[config.mk]
export PLATFORM = sky130hd
export DESIGN_NAME = oflow_fsm_mem_buffer_read_client
export DESIGN_NICKNAME = d
export VERILOG_FILES = /design/src/rtl/oflow_mem_buffer_read_client_pkg.sv /design/src/rtl/oflow_read_client_watchdog.sv /design/src/rtl/oflow_fsm_mem_buffer_read_client.sv
export VERILOG_INCLUDE_DIRS = /design/src /design/src/rtl
export SDC_FILE = /design/constraint.sdc
export NUM_CORES = 1
export LEC_CHECK = 0
export ABC_AREA = 1
export CORE_ASPECT_RATIO = 1.4
export CORE_MARGIN = 3
export CORE_UTILIZATION = 48
export CTS_BUF_LIST = sky130_fd_sc_hd__clkbuf_16
export DETAILED_ROUTE_END_ITERATION = 8
export PLACE_DENSITY = 0.79
export SLEW_MARGIN = 15
export SYNTH_ARGS = -nofsm -noshare
export SYNTH_HDL_FRONTEND = slang
export SYNTH_SLANG_ARGS = --single-unit
[constraint.sdc]
create_clock -name clk -period 1.6 [get_ports clk]
set_input_delay 0.32 -clock clk [delete_from_list [all_inputs] [get_ports clk]]
set_output_delay 0.32 -clock clk [all_outputs]
set_load 0.03 [all_outputs]
[src/rtl/oflow_defines_mem_buffer.sv]
// MEM buffer width defines shared by the oflow buffer clients.
//   NUM_OF_HISTORY_FRAMES_WIDTH : width of the history-depth field
//   TOTAL_FRAME_NUM_WIDTH       : width of a frame index
`ifndef OFLOW_DEFINES_MEM_BUFFER_SV
`define OFLOW_DEFINES_MEM_BUFFER_SV

`ifndef NUM_OF_HISTORY_FRAMES_WIDTH
`define NUM_OF_HISTORY_FRAMES_WIDTH 4
`endif

`ifndef TOTAL_FRAME_NUM_WIDTH
`define TOTAL_FRAME_NUM_WIDTH 5
`endif

`endif

[src/rtl/oflow_mem_buffer_read_client_pkg.sv]
// Shared types and constants for the MEM buffer read client.
//   rd_client_state_t : read-client FSM states
//   LINES_CNT_W       : width of the processed-lines counter
//   lines_sat_inc     : saturating increment for the lines counter
package oflow_mem_buffer_read_client_pkg;

  localparam int LINES_CNT_W = 16;

  typedef enum logic [2:0] {
    IDLE      = 3'd0,
    REQ       = 3'd1,
    WAIT_DATA = 3'd2,
    COMPUTE   = 3'd3,
    ADVANCE   = 3'd4,
    FINISH    = 3'd5
  } rd_client_state_t;

  function automatic logic [LINES_CNT_W-1:0] lines_sat_inc(input logic [LINES_CNT_W-1:0] v);
    return (v == '1) ? v : v + LINES_CNT_W'(1);
  endfunction

endpackage

[src/rtl/oflow_read_client_watchdog.sv]
// Watchdog for the read client's COMPUTE wait.
// Counts consecutive cycles with run=1 and kick=0; expired is asserted
// combinationally on the TIMEOUT_CYC-th such cycle.
//   clk, reset : clock, synchronous active-high reset
//   run        : FSM is waiting (COMPUTE)
//   kick       : the awaited event arrived this cycle
//   expired    : this is the TIMEOUT_CYC-th consecutive un-kicked cycle
module oflow_read_client_watchdog #(
  parameter int TIMEOUT_CYC = 255
) (
  input  logic clk,
  input  logic reset,
  input  logic run,
  input  logic kick,
  output logic expired
);

  localparam int CNT_W = $clog2(TIMEOUT_CYC + 1);
  localparam logic [CNT_W-1:0] CNT_LAST = CNT_W'(TIMEOUT_CYC - 1);

  logic [CNT_W-1:0] cnt;

  assign expired = run && !kick && (cnt == CNT_LAST);

  always_ff @(posedge clk) begin
    if (reset || !run || kick) begin
      cnt <= '0;
    end else if (cnt != CNT_LAST) begin
      cnt <= cnt + CNT_W'(1);
    end
  end

endmodule

[src/rtl/oflow_fsm_mem_buffer_read_client.sv]
// Read client FSM: scans history lines out of the MEM buffer and hands each
// one to the similarity engine.
// Optional feature: define OFLOW_READ_CLIENT_TIMEOUT_EN to add the COMPUTE
// watchdog and the sticky timeout_err output.
// Ports:
//   clk, reset        : clock, synchronous active-high reset
//   start_compare     : request a history scan (honoured only in IDLE)
//   num_of_history_frames : scan depth; 0 finishes immediately
//   done_read         : buffer issued its last line (latched during a scan)
//   frame_to_read     : frame currently addressed by the buffer
//   start_read        : 1-cycle pulse, starts the buffer read sequence
//   similarity_metric_flag_ready_to_read_new_line : 1-cycle pulse, next line
//   sm_start / sm_done: similarity engine handshake
//   sm_frame          : frame_to_read captured when sm_start fires
//   compare_done      : 1-cycle pulse at scan end
//   busy              : FSM not in IDLE
//   lines_cnt         : lines processed in the current scan (saturating)
//   timeout_err       : (feature only) sticky watchdog error
`ifndef TOTAL_FRAME_NUM_WIDTH
`include "oflow_defines_mem_buffer.sv"
`endif

module oflow_fsm_mem_buffer_read_client
  import oflow_mem_buffer_read_client_pkg::*;
#(
  parameter int MEM_LAT     = 1,
  parameter int TIMEOUT_CYC = 255
) (
  input  logic                                    clk,
  input  logic                                    reset,
  input  logic                                    start_compare,
  input  logic [`NUM_OF_HISTORY_FRAMES_WIDTH-1:0] num_of_history_frames,
  input  logic                                    done_read,
  input  logic [`TOTAL_FRAME_NUM_WIDTH-1:0]       frame_to_read,
  output logic                                    start_read,
  output logic                                    similarity_metric_flag_ready_to_read_new_line,
  output logic                                    sm_start,
  input  logic                                    sm_done,
  output logic [`TOTAL_FRAME_NUM_WIDTH-1:0]       sm_frame,
  output logic                                    compare_done,
  output logic                                    busy,
  output logic [LINES_CNT_W-1:0]                  lines_cnt
`ifdef OFLOW_READ_CLIENT_TIMEOUT_EN
  ,
  output logic                                    timeout_err
`endif
);

  localparam int LAT_W = $clog2(MEM_LAT + 1);
  localparam logic [LAT_W-1:0] LAT_LAST = LAT_W'(MEM_LAT - 1);

  rd_client_state_t state, state_nxt;
  logic [LAT_W-1:0] lat_cnt;
  logic             done_latch;
  logic             done_seen;
  logic             scan_active;

  assign done_seen   = done_latch | done_read;
  assign scan_active = (state == WAIT_DATA) || (state == COMPUTE) || (state == ADVANCE);

`ifdef OFLOW_READ_CLIENT_TIMEOUT_EN
  logic wd_expired;

  oflow_read_client_watchdog #(
    .TIMEOUT_CYC (TIMEOUT_CYC)
  ) u_watchdog (
    .clk     (clk),
    .reset   (reset),
    .run     (state == COMPUTE),
    .kick    (sm_done),
    .expired (wd_expired)
  );
`else
  // COMPUTE waits indefinitely; TIMEOUT_CYC has no effect in this build.
  if (TIMEOUT_CYC == 0) begin : g_timeout_unused
  end
`endif

  always_comb begin
    state_nxt = state;
    case (state)
      IDLE: begin
        if (start_compare) begin
          state_nxt = (num_of_history_frames != '0) ? REQ : FINISH;
        end
      end
      REQ:       state_nxt = WAIT_DATA;
      WAIT_DATA: if (lat_cnt == LAT_LAST) state_nxt = COMPUTE;
      COMPUTE: begin
        if (sm_done) begin
          state_nxt = ADVANCE;
        end
`ifdef OFLOW_READ_CLIENT_TIMEOUT_EN
        else if (wd_expired) begin
          state_nxt = FINISH;
        end
`endif
      end
      // The new-line pulse was already decided from done_seen on entry, and
      // done_latch holds exactly that value here, so both stay consistent.
      ADVANCE:   state_nxt = done_latch ? FINISH : WAIT_DATA;
      FINISH:    state_nxt = IDLE;
      default:   state_nxt = IDLE;
    endcase
  end

  // All handshake outputs are registered from the next state so each pulse
  // lines up with the state it belongs to.
  always_ff @(posedge clk) begin
    if (reset) begin
      state        <= IDLE;
      lat_cnt      <= '0;
      done_latch   <= 1'b0;
      start_read   <= 1'b0;
      similarity_metric_flag_ready_to_read_new_line <= 1'b0;
      sm_start     <= 1'b0;
      sm_frame     <= '0;
      compare_done <= 1'b0;
      busy         <= 1'b0;
      lines_cnt    <= '0;
    end else begin
      state        <= state_nxt;
      start_read   <= (state_nxt == REQ);
      similarity_metric_flag_ready_to_read_new_line <=
        (state == COMPUTE) && (state_nxt == ADVANCE) && !done_seen;
      sm_start     <= (state == WAIT_DATA) && (state_nxt == COMPUTE);
      compare_done <= (state_nxt == FINISH);
      busy         <= (state_nxt != IDLE);

      if ((state == WAIT_DATA) && (state_nxt == COMPUTE)) begin
        sm_frame <= frame_to_read;
      end

      if (state == WAIT_DATA) begin
        lat_cnt <= lat_cnt + LAT_W'(1);
      end else begin
        lat_cnt <= '0;
      end

      if ((state == IDLE) && (state_nxt == REQ)) begin
        lines_cnt <= '0;
      end else if ((state == COMPUTE) && sm_done) begin
        lines_cnt <= lines_sat_inc(lines_cnt);
      end

      if (state == FINISH) begin
        done_latch <= 1'b0;
      end else if (scan_active && done_read) begin
        done_latch <= 1'b1;
      end
    end
  end

`ifdef OFLOW_READ_CLIENT_TIMEOUT_EN
  always_ff @(posedge clk) begin
    if (reset) begin
      timeout_err <= 1'b0;
    end else if ((state == IDLE) && start_compare) begin
      timeout_err <= 1'b0;
    end else if ((state == COMPUTE) && !sm_done && wd_expired) begin
      timeout_err <= 1'b1;
    end
  end
`endif

endmodule

-- Word-level counts from Yosys, hierarchy flattened
Cells that the tools add are included.
- memories: 0
- bits in registers: 31
- memory bits (writable): 0
- latch bits: 0
- ROM bits: 0
- output and inout port bits: 26
- logic and storage cells: 47
- add/sub/neg operators: 2
- $lt $le $gt $ge: 0
- multiply operators: 0
- muxes and demuxes: 6
- eq/ne operators: 10
- shifts and indexed selects: 0
- bitwise operators: 3
- reduce and logical (&&, ||, !) cells: 16
- divide/modulo/power cells: 0
- operators with widths (cell ; number):
    $add 16x1->16 const B ; 1
    $eq 16x16->1 const B ; 1
    $mux 3 ; 5
    $pmux 3 s5 ; 1
    $eq 3x3->1 const B ; 4
    $eq 3x2->1 const B ; 3
    $eq 3x1->1 const B ; 2
    $logic_and 1x1->1 ; 6
    $reduce_or 2->1 ; 3
    $reduce_bool 4->1 ; 1
    $logic_not 3->1 ; 1
    $reduce_bool 3->1 ; 1
    $logic_or 1x1->1 ; 2
    $not 1->1 ; 2
    $reduce_and 2->1 ; 1
    $add 1x1->1 const B ; 1
    $logic_not 1->1 ; 1
    $or 1x1->1 ; 1

-- Logic depth before layout (Yosys ltp)
Gate-level depths: netlist of run 1.
- depth in word-level cells: 7
- depth in mapped cells: 10
- depth with buffers taken out: 10

-- Least setup slack after synthesis of run 1
No wires, ideal clock.
- kind: reg2reg
- start point: reg lines_cnt[0]
- end point: reg lines_cnt[11]
- setup slack: -0.131 ns
- arrival: 1.665 ns
- stages on the path, launching flop included: 11
- period minus slack after synthesis: 1.731 ns
- library setup time: 0.066 ns
- cell sequence: dfxtp_1 > ha_1 > nand3_2 > inv_2 > nand2_2 > clkinv_2 > nand2_4 > nand2_4 > buf_8 > nand2_1 > a21oi_2
- longest elaborated chain between the ends: 3
- ends and longest elaborated chain (what ; line ; source):
    start: declaration ; oflow_fsm_mem_buffer_read_client.sv:42 ; output logic [LINES_CNT_W-1:0] lines_cnt
    start signal: assignment ; oflow_fsm_mem_buffer_read_client.sv:143 ; lines_cnt <= lines_sat_inc(lines_cnt);
    parallel branches: the longest is 3 deep, another holds $add 16x1->16 ; n/a ;
Parallel ways; which one is timed is not known.
A chain may end at the register's enable or synchronous reset.

-- Worst setup path in the final report of run 1
- start point: reg similarity_metric_flag_ready_to_read_new_line
- end point: out similarity_metric_flag_ready_to_read_new_line
- RTL lines (what ; line ; source):
    start: declaration ; oflow_fsm_mem_buffer_read_client.sv:36 ; output logic similarity_metric_flag_ready_to_read_new_line,
    start signal: assignment ; oflow_fsm_mem_buffer_read_client.sv:124 ; similarity_metric_flag_ready_to_read_new_line <=
No word-level cell between the ends.

==> out/metrics.yaml, run 1 <==
outcome: "finished clean"
hold_viol: 0
cts_root_buf: "clkbuf_16"
fin_ws_ps: 41.85
wl_mm: 3.961
pre_cts_slack_ps: -2.246
gr-usage-all-layers_pct: 21.82
die_area_sq_mm: 0.004038
clk_pin_slew_ps: 50
synth_ff_type: "dfxtp_1"
switching_share_pct: 26.18
postSynthAreaPerCell_sq_um: 6.863
worstMarginPinSlew_ps: 386.1
grt_overflow_total: 0
final.min_clock_period_ps: 1558
netlist_area_sq_mm: 0.001585
yosysMostFrequentCell: "nand2_1"
crit_path_end_kind: "output port"
core_area_sq_mm: 0.003153
cts_buffer_depth: 2
cts.sinks: 31
internal-power_w: 0.001517
finalSetupViolations: 0
syn-instance-count: 231
critPathMaxFanout: 1
vias_per_cell: 5.063
start_util_pct: 50.28
worstSetupPathType: "reg2out"
yosysSeqAreaShare_pct: 39.15
dieHeight_um: 74.00
num_rows: 24
drc_errors: 0
yosysWarnings: 0
path_delay_family: "buffers and inverters"
synth_fp_nets: 246
nNetsFinal: 311
grt_max_degree: 17
numPortBuffers: 39
synth_top_area_share_pct: 39.15
period_share_pct: 97.38
wire_per_inst_um: 11.79
place_congestion: 0.8391
cts_made_buffers: 5
drive_above_1_share_pct: 16.84
yosys-top-cells-area: "dfxtp_1 39%, nand2_1 17%, nor2_1 8.8%, nand3_1 4.4%, inv_1 3.6%"
total_power_w: 0.002056
yosys-top-cells-count: "71 x nand2_1, 37 x nor2_1, 31 x dfxtp_1"
fmax_mhz: 641.8
antenna_found_initial: 0
hold_path.class: "reg2reg"
ir_drop_mv: 0.8324
synth_seq_cells: 31
maxCapViolCount: 0
area_growth_syn_to_layout_pct: 45.46
slew_viol_final: 0
cp-start-kind: "register"
clock_latency_ps: 270
grt_pass1_wl_mm: 6.472
cts_tree: "built"
p_leak_nw: 1.089
ant_nets: 0
synth_edf_count: 0
seqPwrFrac_pct: 41.1
yosys.area.top_type: "dfxtp_1"
clkPwrFrac_pct: 42.4
ys_types: 25
whs_ps: 494.7
power_density_mw_per_mm2: 891.4
diodes: 0
vias: 1701
synth-async-reset-ratio_pct: 0
first_pass_iters: 4
cp_num_buf_inv: 1
reg2reg_slack_ps: 150
slowest_delay_ps: 660
drtIter0Drc: 30
hpwlAfterDp_mm: 3.014
die_x_um: 54.57
slew_headroom_pct: 73.99
power_switching_w: 0.0005382
hold_buffers: 0
cpMaxStageDelayCell: "clkdlybuf4s50_1"
postCtsSetupBuffers: 0
crit_arrival_ps: 1240
cts_htree_levels: 2
post-route-util_pct: 73.13
pwr-share-comb_pct: 16.5
rsz0062_at_grt: "false"
grt_pass1_vias: 1639
path_cells: "clkdlybuf4s50_1"
cp.required_ps: 1280
ios: 40
finClkSkew_ps: 3.440
## registers in the layout, summed over array words and instances, names as in the netlist
signal,count
compare_done,1
sm_start,1
done_latch,1
start_read,1
lat_cnt,1
sm_frame,5
similarity_metric_flag_ready_to_read_new_line,1
busy,1
lines_cnt,16
state,3
## cell families after synthesis
logic type,after synthesis,synth area share (%)
buf+inv,22,6.471
compound gates,25,9.550
xor+xnor,6,3.316
fa+ha+maj,1,0.7891
flops,31,39.15
simple gates,146,40.73
## power by group through the flow
stage / sequential (W) / clock (W) / combinational, W
after floorplan: 0.000920 / 0 / 0.000130
after global placement: 0.000858 / 0 / 0.000350
after detailed placement: 0.000860 / 0 / 0.000351
after CTS: 0.000844 / 0.000887 / 0.000343
after global routing: 0.000848 / 0.000922 / 0.000368
final: 0.000845 / 0.000872 / 0.000339
## metal layers
| layer | GRT usage, % | routed length, um |
|---|---|---|
| met4 | 10.80 | 106 |
| met2 | 39.55 | 2099 |
| met5 | 0 | 0 |
| met3 | 7.014 | 219 |
| met1 | 21.36 | 1537 |
## metrics by stage
| stage | std cells | setup TNS, ps | cell area (sq um) |
|---|---|---|---|
| after floorplan | 231 | 0 | 1588 |
| after detailed placement | 328 | -2.246 | 2183 |
| final | 336 | 0 | 2306 |
| after global placement | 328 | 0 | 2183 |
| after CTS | 336 | 0 | 2296 |
| after global routing | 336 | 0 | 2306 |
## cells in the final DEF, fill, tap and decap left out, types with 4 or more instances in the layout
master,netlist,routed
nand3_1,14,14
nor2_1,37,37
nand2_2,4,4
dlygate4sd2_1,0,19
buf_4,0,19
clkbuf_16,0,5
dlymetal6s2s_1,0,4
a21oi_1,10,10
nand2_1,71,71
dfxtp_1,31,29
nand4_1,7,7
clkdlybuf4s50_1,0,16
a21oi_2,6,6
nor3_1,4,4
inv_1,15,16
o21ai_0,8,8
inv_2,4,4
## worst paths after layout
kind,from,endpoint,cells after the start
max,similarity_metric_flag_ready_to_read_new_line,similarity_metric_flag_ready_to_read_new_line,1
min,lines_cnt[1],lines_cnt[1],2
min reg2reg,lines_cnt[1],lines_cnt[1],2
max reg2reg,lines_cnt[0],lines_cnt[6],10
## cell type report
| cell class | count | area, sq um |
|---|---|---|
| Timing Repair Buffer | 60 | 559.3 |
| Inverter | 20 | 76.32 |
| Clock buffer | 5 | 125.1 |
| Sequential cell | 31 | 623.1 |
| Multi-Input combinational cell | 178 | 862.1 |
| Fill cell | 252 | 847.1 |
| Clock inverter | 3 | 11.26 |
| Tap cell | 39 | 48.80 |
## repair_timing
item,4_1_cts,5_1_grt
resized for setup,19,4
pin swaps,0,0
setup endpoints to repair,19,4
(Power assumes the default switching activity.)
==> run 2, diff against run 1 <==
--- a/config.mk
+++ b/config.mk
@@ -13,6 +13,7 @@
 export CTS_BUF_LIST = sky130_fd_sc_hd__clkbuf_16
 export DETAILED_ROUTE_END_ITERATION = 8
 export PLACE_DENSITY = 0.79
+export SETUP_SLACK_MARGIN = 0.05
 export SLEW_MARGIN = 15
 export SYNTH_ARGS = -nofsm -noshare
 export SYNTH_HDL_FRONTEND = slang
==> run 2 against run 1 <==
Wire length rose by 1.4%. Clock skew down 0.96 ps. Worst setup slack better by 110 ps. Total power fell by 0.57%. Utilization is 0.48 points lower. Sequential share of layout area up 0.34 points. Sequential power hardly changed. Final area decreased by 0.65%. Critical path type unchanged. Largest cell class unchanged. Highest routed layer unchanged.
==> out/metrics.yaml, run 2 (synthesis gave the netlist of run 1 again) <==
outcome: "finished clean"  # unchanged
numPortBuffers: 39  # unchanged
die_area_sq_mm: 0.004038  # unchanged
r2r_end: "lines_cnt[7]"  # was lines_cnt[6]
finalSetupViolations: 0  # unchanged
cts_resized: 26  # was 19
die_x_um: 54.57  # unchanged
finClkSkew_ps: 2.480  # was 3.440 ps
cts_tree: "built"  # unchanged
stdcell_count: 334  # was 336
cpMaxStageDelayCell: "dfxtp_1"  # was clkdlybuf4s50_1
hold_path.class: "reg2reg"  # unchanged
core_area_sq_mm: 0.003153  # unchanged
switching_share_pct: 26.29  # was 26.18%
path_delay_family: "flip-flops"  # was buffers and inverters
gr-usage-all-layers_pct: 22.98  # was 21.82%
final.min_clock_period_ps: 1450  # was 1558 ps
grt_pass1_wl_mm: 6.851  # was 6.472 mm
critPathMaxFanout: 6  # was 1
cts_buffer_depth: 2  # unchanged
vias_per_cell: 5.105  # was 5.063
pwr-share-comb_pct: 16.4  # was 16.5%
fmax_mhz: 689.9  # was 641.8 MHz
start_util_pct: 50.28  # unchanged
final_cell_mix: "70 x nand2_1, 37 x nor2_1, 28 x dfxtp_1, 26 x dlygate4sd2_1, 17 x buf_4"  # was 71 x nand2_1, 37 x nor2_1, 29 x dfxtp_1, 19 x dlygate4sd2_1, 19 x buf_4
grt_max_degree: 17  # unchanged
cp-start-kind: "register"  # unchanged
use_met2_pct: 41.94  # was 39.55%
top_register: "lines_cnt"  # unchanged
ant_nets: 0  # unchanged
place_congestion: 0.8667  # was 0.8391
area_growth_syn_to_layout_pct: 44.51  # was 45.46%
worstMarginPinSlew_ps: 403.7  # was 386.1 ps
crit-reg2reg-launch: "lines_cnt[0]"  # unchanged
first_pass_iters: 6  # was 4
period_share_pct: 90.60  # was 97.38%
slew_headroom_pct: 72.80  # was 73.99%
wire_per_inst_um: 12.02  # was 11.79 um
n_fill_cell: 274  # was 252
hold_buffers: 0  # unchanged
cp.required_ps: 1280  # about the same
diodes: 0  # unchanged
p_leak_nw: 1.039  # was 1.089 nW
largest_reg_flops: 16  # unchanged
top_regs: "lines_cnt: 16 flops, sm_frame: 5 flops, state: 3 flops"  # unchanged
clk_pin_slew_ps: 50  # about the same
hpwlAfterDp_mm: 3.021  # was 3.014 mm
power_density_mw_per_mm2: 892.2  # was 891.4 mW/mm^2
grt_pass1_vias: 1680  # was 1639
internal-power_w: 0.001507  # was 0.001517 W
slew_viol_final: 0  # unchanged
mostFrequentLayoutCell: "nand2_1"  # unchanged
drtIter0Drc: 30  # unchanged
clock_latency_ps: 270  # about the same
cts_htree_levels: 2  # unchanged
hold_viol: 0  # unchanged
num_rows: 24  # unchanged
slowest_delay_ps: 430  # was 660 ps
grt_overflow_total: 0  # unchanged
vias: 1705  # was 1701
rsz0062_at_grt: "true"  # was false
cts_root_buf: "clkbuf_16"  # unchanged
dieHeight_um: 74.00  # unchanged
crit_path_end_kind: "output port"  # unchanged
drc_errors: 0  # unchanged
min_path_cells: 2  # unchanged
grt_use_met3_pct: 7.014  # unchanged
ios: 40  # unchanged
nNetsFinal: 309  # was 311
cts_made_buffers: 5  # unchanged
power_switching_w: 0.0005374  # was 0.0005382 W
grt_use_met1_pct: 22.84  # was 21.36%
maxCapViolCount: 0  # unchanged
drive_above_1_share_pct: 17.29  # was 16.84%
setup_tns_ps: 0  # unchanged
busiest_layer: "met2"  # unchanged
postCtsSetupBuffers: 0  # unchanged
cp.depth: 1  # unchanged
wl_mm: 4.016  # was 3.961 mm
seqPwrFrac_pct: 41.3  # was 41.1%
min_from: "lines_cnt[1]"  # unchanged
clkPwrFrac_pct: 42.4  # about the same
worstSetupPathType: "reg2out"  # unchanged
hold_path_end: "lines_cnt[1]"  # unchanged
reg2regPathDepth: 10  # unchanged
placed_cells: 326  # was 328
ir_drop_mv: 0.7055  # was 0.8324 mV
reg2reg_slack_ps: 200  # was 150 ps
crit_arrival_ps: 1130  # was 1240 ps
path_cells: "dlygate4sd2_1"  # was clkdlybuf4s50_1
antenna_found_initial: 0  # unchanged
cts.sinks: 31  # unchanged
cp_num_buf_inv: 1  # unchanged
[run 2: cell count changes in the layout (fill, tap and decap cells not counted), sizes merged]
cell,before,now
buf,21,19
clkdlybuf4s50,16,13
dlygate4sd2,19,26
dlymetal6s2s,4,0
[run 2: per-layer routing]
metal / up-vias / share of wire (%)
met5: - / 0
met4: 0 / 2.6
met3: 12 / 5.0
met2: 39 / 55
met1: 786 / 37
li1: 868 / -
[run 2: worst max-delay path by stage]
| stage | from | end | slack, ps |
|---|---|---|---|
| 2_1_floorplan | lines_cnt[1] | lines_cnt[11] | 70 |
| 3_3_place_gp | start_compare | lines_cnt[6] | 50 |
| 3_5_place_dp | start_compare | lines_cnt[6] | -10 |
| 4_1_cts | lines_cnt[5] | lines_cnt[5] | 140 |
| 5_1_grt | lines_cnt[11] | lines_cnt[11] | 50 |
| 6_report | lines_cnt[11] | lines_cnt[11] | 150 |
[run 2: layout make-up]
cell class	count	area, sq um	area share [%]
Multi-Input combinational cell	178	877.1	38.29
Inverter	20	76.32	3.332
Sequential cell	31	626.9	27.36
Clock buffer	5	125.1	5.461
Timing Repair Buffer	58	525.5	22.94
Tap cell	39	48.80	2.130
Clock inverter	3	11.26	0.4915
[run 2: worst min-delay path: cells and delay by family, from the launching register on]
family / cells / cell delay [ps]
AO/OA/AOI/OAI: 1 / 50
flip-flops: 1 / 340
AND/OR/NAND/NOR: 1 / 70
[run 2: power groups by stage]
stage | Sequential, W | Combinational (W) | Clock [W]
floorplan | 0.000919 | 0.000130 | 0
global placement | 0.000857 | 0.000350 | 0
detailed placement | 0.000858 | 0.000354 | 0
CTS | 0.000843 | 0.000337 | 0.000878
global route | 0.000848 | 0.000362 | 0.000913
finish | 0.000844 | 0.000334 | 0.000866
[run 2: per-stage QoR]
stage	utilization [%]	setup slack (ps)	hold slack (ps)	area, sq um	power, W
after detailed placement	68.93	-14.03	483.4	2173	0.001212
after global routing	72.66	47.66	519.7	2291	0.002122
after floorplan	-	66.40	392.4	1593	0.001049
after global placement	68.93	48.04	477.7	2173	0.001208
after CTS	72.22	139.8	489.7	2277	0.002058
final	72.66	150.5	501.8	2291	0.002044
==> run 3, diff against run 2 <==
--- a/config.mk
+++ b/config.mk
@@ -7,7 +7,6 @@
 export NUM_CORES = 1
 export LEC_CHECK = 0
 export ABC_AREA = 1
-export CORE_ASPECT_RATIO = 1.4
 export CORE_MARGIN = 3
 export CORE_UTILIZATION = 48
 export CTS_BUF_LIST = sky130_fd_sc_hd__clkbuf_16
==> run 3 against run 2 <==
Worst hold slack worse by 1.9 ps. First-iteration DRC count rose to 2.9 times the previous value. Critical path depth unchanged. Sequential share of layout area up 0.32 points. Combinational power down 2%. Worst setup slack worse by 10 ps. Non-clock buffer count down 2. Wire length about the same. Utilization up 0.61 points. Total power up 0.75%. Critical endpoint is now lines_cnt[4].
==> out/metrics.yaml, run 3 (synthesis gave the netlist of run 1 again) <==
outcome: "finished clean"  # unchanged
startpoint: "lines_cnt[4]"  # was lines_cnt[11]
vias_per_cell: 4.964  # was 5.105
slowest_delay_ps: 430  # about the same
core_area_sq_mm: 0.003103  # was 0.003153 sq mm
reg2regPathDepth: 10  # unchanged
finalSetupViolations: 0  # unchanged
path_cells: "dlygate4sd2_1"  # unchanged
top_layer_used: "met4"  # unchanged
wl_met2_mm: 1.968  # was 2.206 mm
slew_headroom_pct: 77.62  # was 72.80%
largest_reg_flops: 16  # unchanged
n_fill_cell: 289  # was 274
cts_buffer_depth: 2  # unchanged
ios: 40  # unchanged
worstSetupPathType: "reg2out"  # unchanged
grt_pass1_vias: 1524  # was 1680
first_pass_iters: 4  # was 6
regArea_sq_um: 629.4  # was 626.9 sq um
cp-start-kind: "register"  # unchanged
area_growth_syn_to_layout_pct: 43.41  # was 44.51%
final.min_clock_period_ps: 1459  # was 1450 ps
die_x_um: 63.47  # was 54.57 um
met1_length_mm: 1.707  # was 1.503 mm
ir_drop_mv: 0.7498  # was 0.7055 mV
drc_errors: 0  # unchanged
cts.sinks: 31  # unchanged
hold_path.class: "reg2reg"  # unchanged
wl_mm: 4.017  # was 4.016 mm
drtIter0Drc: 86  # was 30
p_leak_nw: 1.027  # was 1.039 nW
nNetsFinal: 307  # was 309
power_switching_w: 0.0005466  # was 0.0005374 W
cp.required_ps: 1280  # about the same
min_from: "lines_cnt[1]"  # unchanged
numPortBuffers: 39  # unchanged
drive_above_1_share_pct: 17.75  # was 17.29%
worstMarginPinSlew_ps: 337.0  # was 403.7 ps
num_rows: 20  # was 24
hpwlAfterDp_mm: 2.950  # was 3.021 mm
clkPwrFrac_pct: 43.2  # was 42.4%
stdcell_count: 337  # was 334
grt_max_degree: 17  # unchanged
finClkSkew_ps: 4.210  # was 2.480 ps
grt_pass1_wl_mm: 6.693  # was 6.851 mm
power_density_mw_per_mm2: 905.8  # was 892.2 mW/mm^2
multi_input_area_sq_um: 873.3  # was 877.1 sq um
rsz0062_at_grt: "true"  # unchanged
wire_per_inst_um: 11.92  # was 12.02 um
critPathMaxFanout: 6  # unchanged
place_congestion: 0.8350  # was 0.8667
cpMaxStageDelayCell: "dfxtp_1"  # unchanged
seqPwrFrac_pct: 40.9  # was 41.3%
hold_viol: 0  # unchanged
pwr-share-comb_pct: 15.9  # was 16.4%
cts_tree: "built"  # unchanged
grt_overflow_total: 0  # unchanged
maxCapViolCount: 0  # unchanged
crit_path_end_kind: "output port"  # unchanged
path_delay_family: "flip-flops"  # unchanged
setup_tns_ps: 0  # unchanged
vias: 1673  # was 1705
diodes: 0  # unchanged
final_cell_mix: "71 x nand2_1, 37 x nor2_1, 26 x dfxtp_1, 26 x dlygate4sd2_1"  # was 70 x nand2_1, 37 x nor2_1, 28 x dfxtp_1, 26 x dlygate4sd2_1, 17 x buf_4
top_register: "lines_cnt"  # unchanged
die_area_sq_mm: 0.004028  # was 0.004038 sq mm
hold_path_end: "lines_cnt[1]"  # unchanged
reg2reg_slack_ps: 140  # was 200 ps
switching_share_pct: 26.55  # was 26.29%
r2r_end: "lines_cnt[15]"  # was lines_cnt[7]
slew_viol_final: 0  # unchanged
period_share_pct: 91.22  # was 90.60%
internal-power_w: 0.001513  # was 0.001507 W
cts_made_buffers: 5  # unchanged
top_regs: "lines_cnt: 16 flops, sm_frame: 5 flops, state: 3 flops"  # unchanged
mostFrequentLayoutCell: "nand2_1"  # unchanged
cts_htree_levels: 2  # unchanged
min_path_cells: 2  # unchanged
clock_latency_ps: 280  # was 270 ps
crit-reg2reg-launch: "lines_cnt[0]"  # unchanged
post-route-util_pct: 73.27  # was 72.66%
start_util_pct: 51.09  # was 50.28%
gr-usage-all-layers_pct: 21.36  # was 22.98%
dieHeight_um: 63.47  # was 74.00 um
clk_pin_slew_ps: 50  # about the same
cts_root_buf: "clkbuf_16"  # unchanged
cp_num_buf_inv: 1  # unchanged
cp.depth: 1  # unchanged
wl_met3_um: 283  # was 201 um
antenna_found_initial: 0  # unchanged
placed_cells: 327  # was 326
fmax_mhz: 685.2  # was 689.9 MHz
whs_ps: 499.8  # was 501.8 ps
crit_arrival_ps: 1140  # was 1130 ps
ant_nets: 0  # unchanged
==> run 3: worst min-delay path: stages (launching register included) <==
cell and delay, ps:
dfxtp_2 340, nand2_1 70, a21oi_1 50
==> run 3: area by class of cell <==
type                            instances  area share, %
Multi-Input combinational cell        178          38.41
Tap cell                               44          2.422
Clock buffer                            5          5.504
Timing Repair Buffer                   56          21.90
Inverter                               20          3.357
Clock inverter                          3         0.7155
Sequential cell                        31          27.68
==> run 3: through the flow <==
step                      worst slack [ps]  power [W]  instance area (sq um)
after floorplan                      66.40   0.001049                   1593
after global placement               38.20   0.001202                   2137
after detailed placement            -25.80   0.001204                   2137
after CTS                            90.69   0.002078                   2246
after global routing                 40.10   0.002141                   2273
final                                140.5   0.002059                   2273
==> run 3: worst max-delay path by stage <==
stage / end / slack (ps)
floorplan: lines_cnt[11] / 70
global placement: lines_cnt[1] / 40
detailed placement: lines_cnt[15] / -30
CTS: lines_cnt[3] / 90
global route: lines_cnt[14] / 40
finish: lines_cnt[4] / 140
==> run 3: what timing repair did <==
action	4_1_cts	5_1_grt
gates resized for setup	26	4
setup buffers	0	2
endpoints found under the setup margin	26	9
hold buffers	0	0
==> run 3: metal layers <==
| layer | up-vias | track usage (%) |
|---|---|---|
| li1 | 863 | - |
| met1 | 756 | 24.04 |
| met2 | 47 | 36.90 |
| met3 | 7 | 7.130 |
| met4 | 0 | 8.356 |
| met5 | - | 0 |
==> run 3: power groups by stage <==
stage	logic (W)	clock network, W	registers (W)
after floorplan	0.000130	0	0.000919
after global placement	0.000345	0	0.000858
after detailed placement	0.000347	0	0.000857
after CTS	0.000329	0.000907	0.000841
after global routing	0.000355	0.000941	0.000845
final	0.000328	0.000890	0.000841
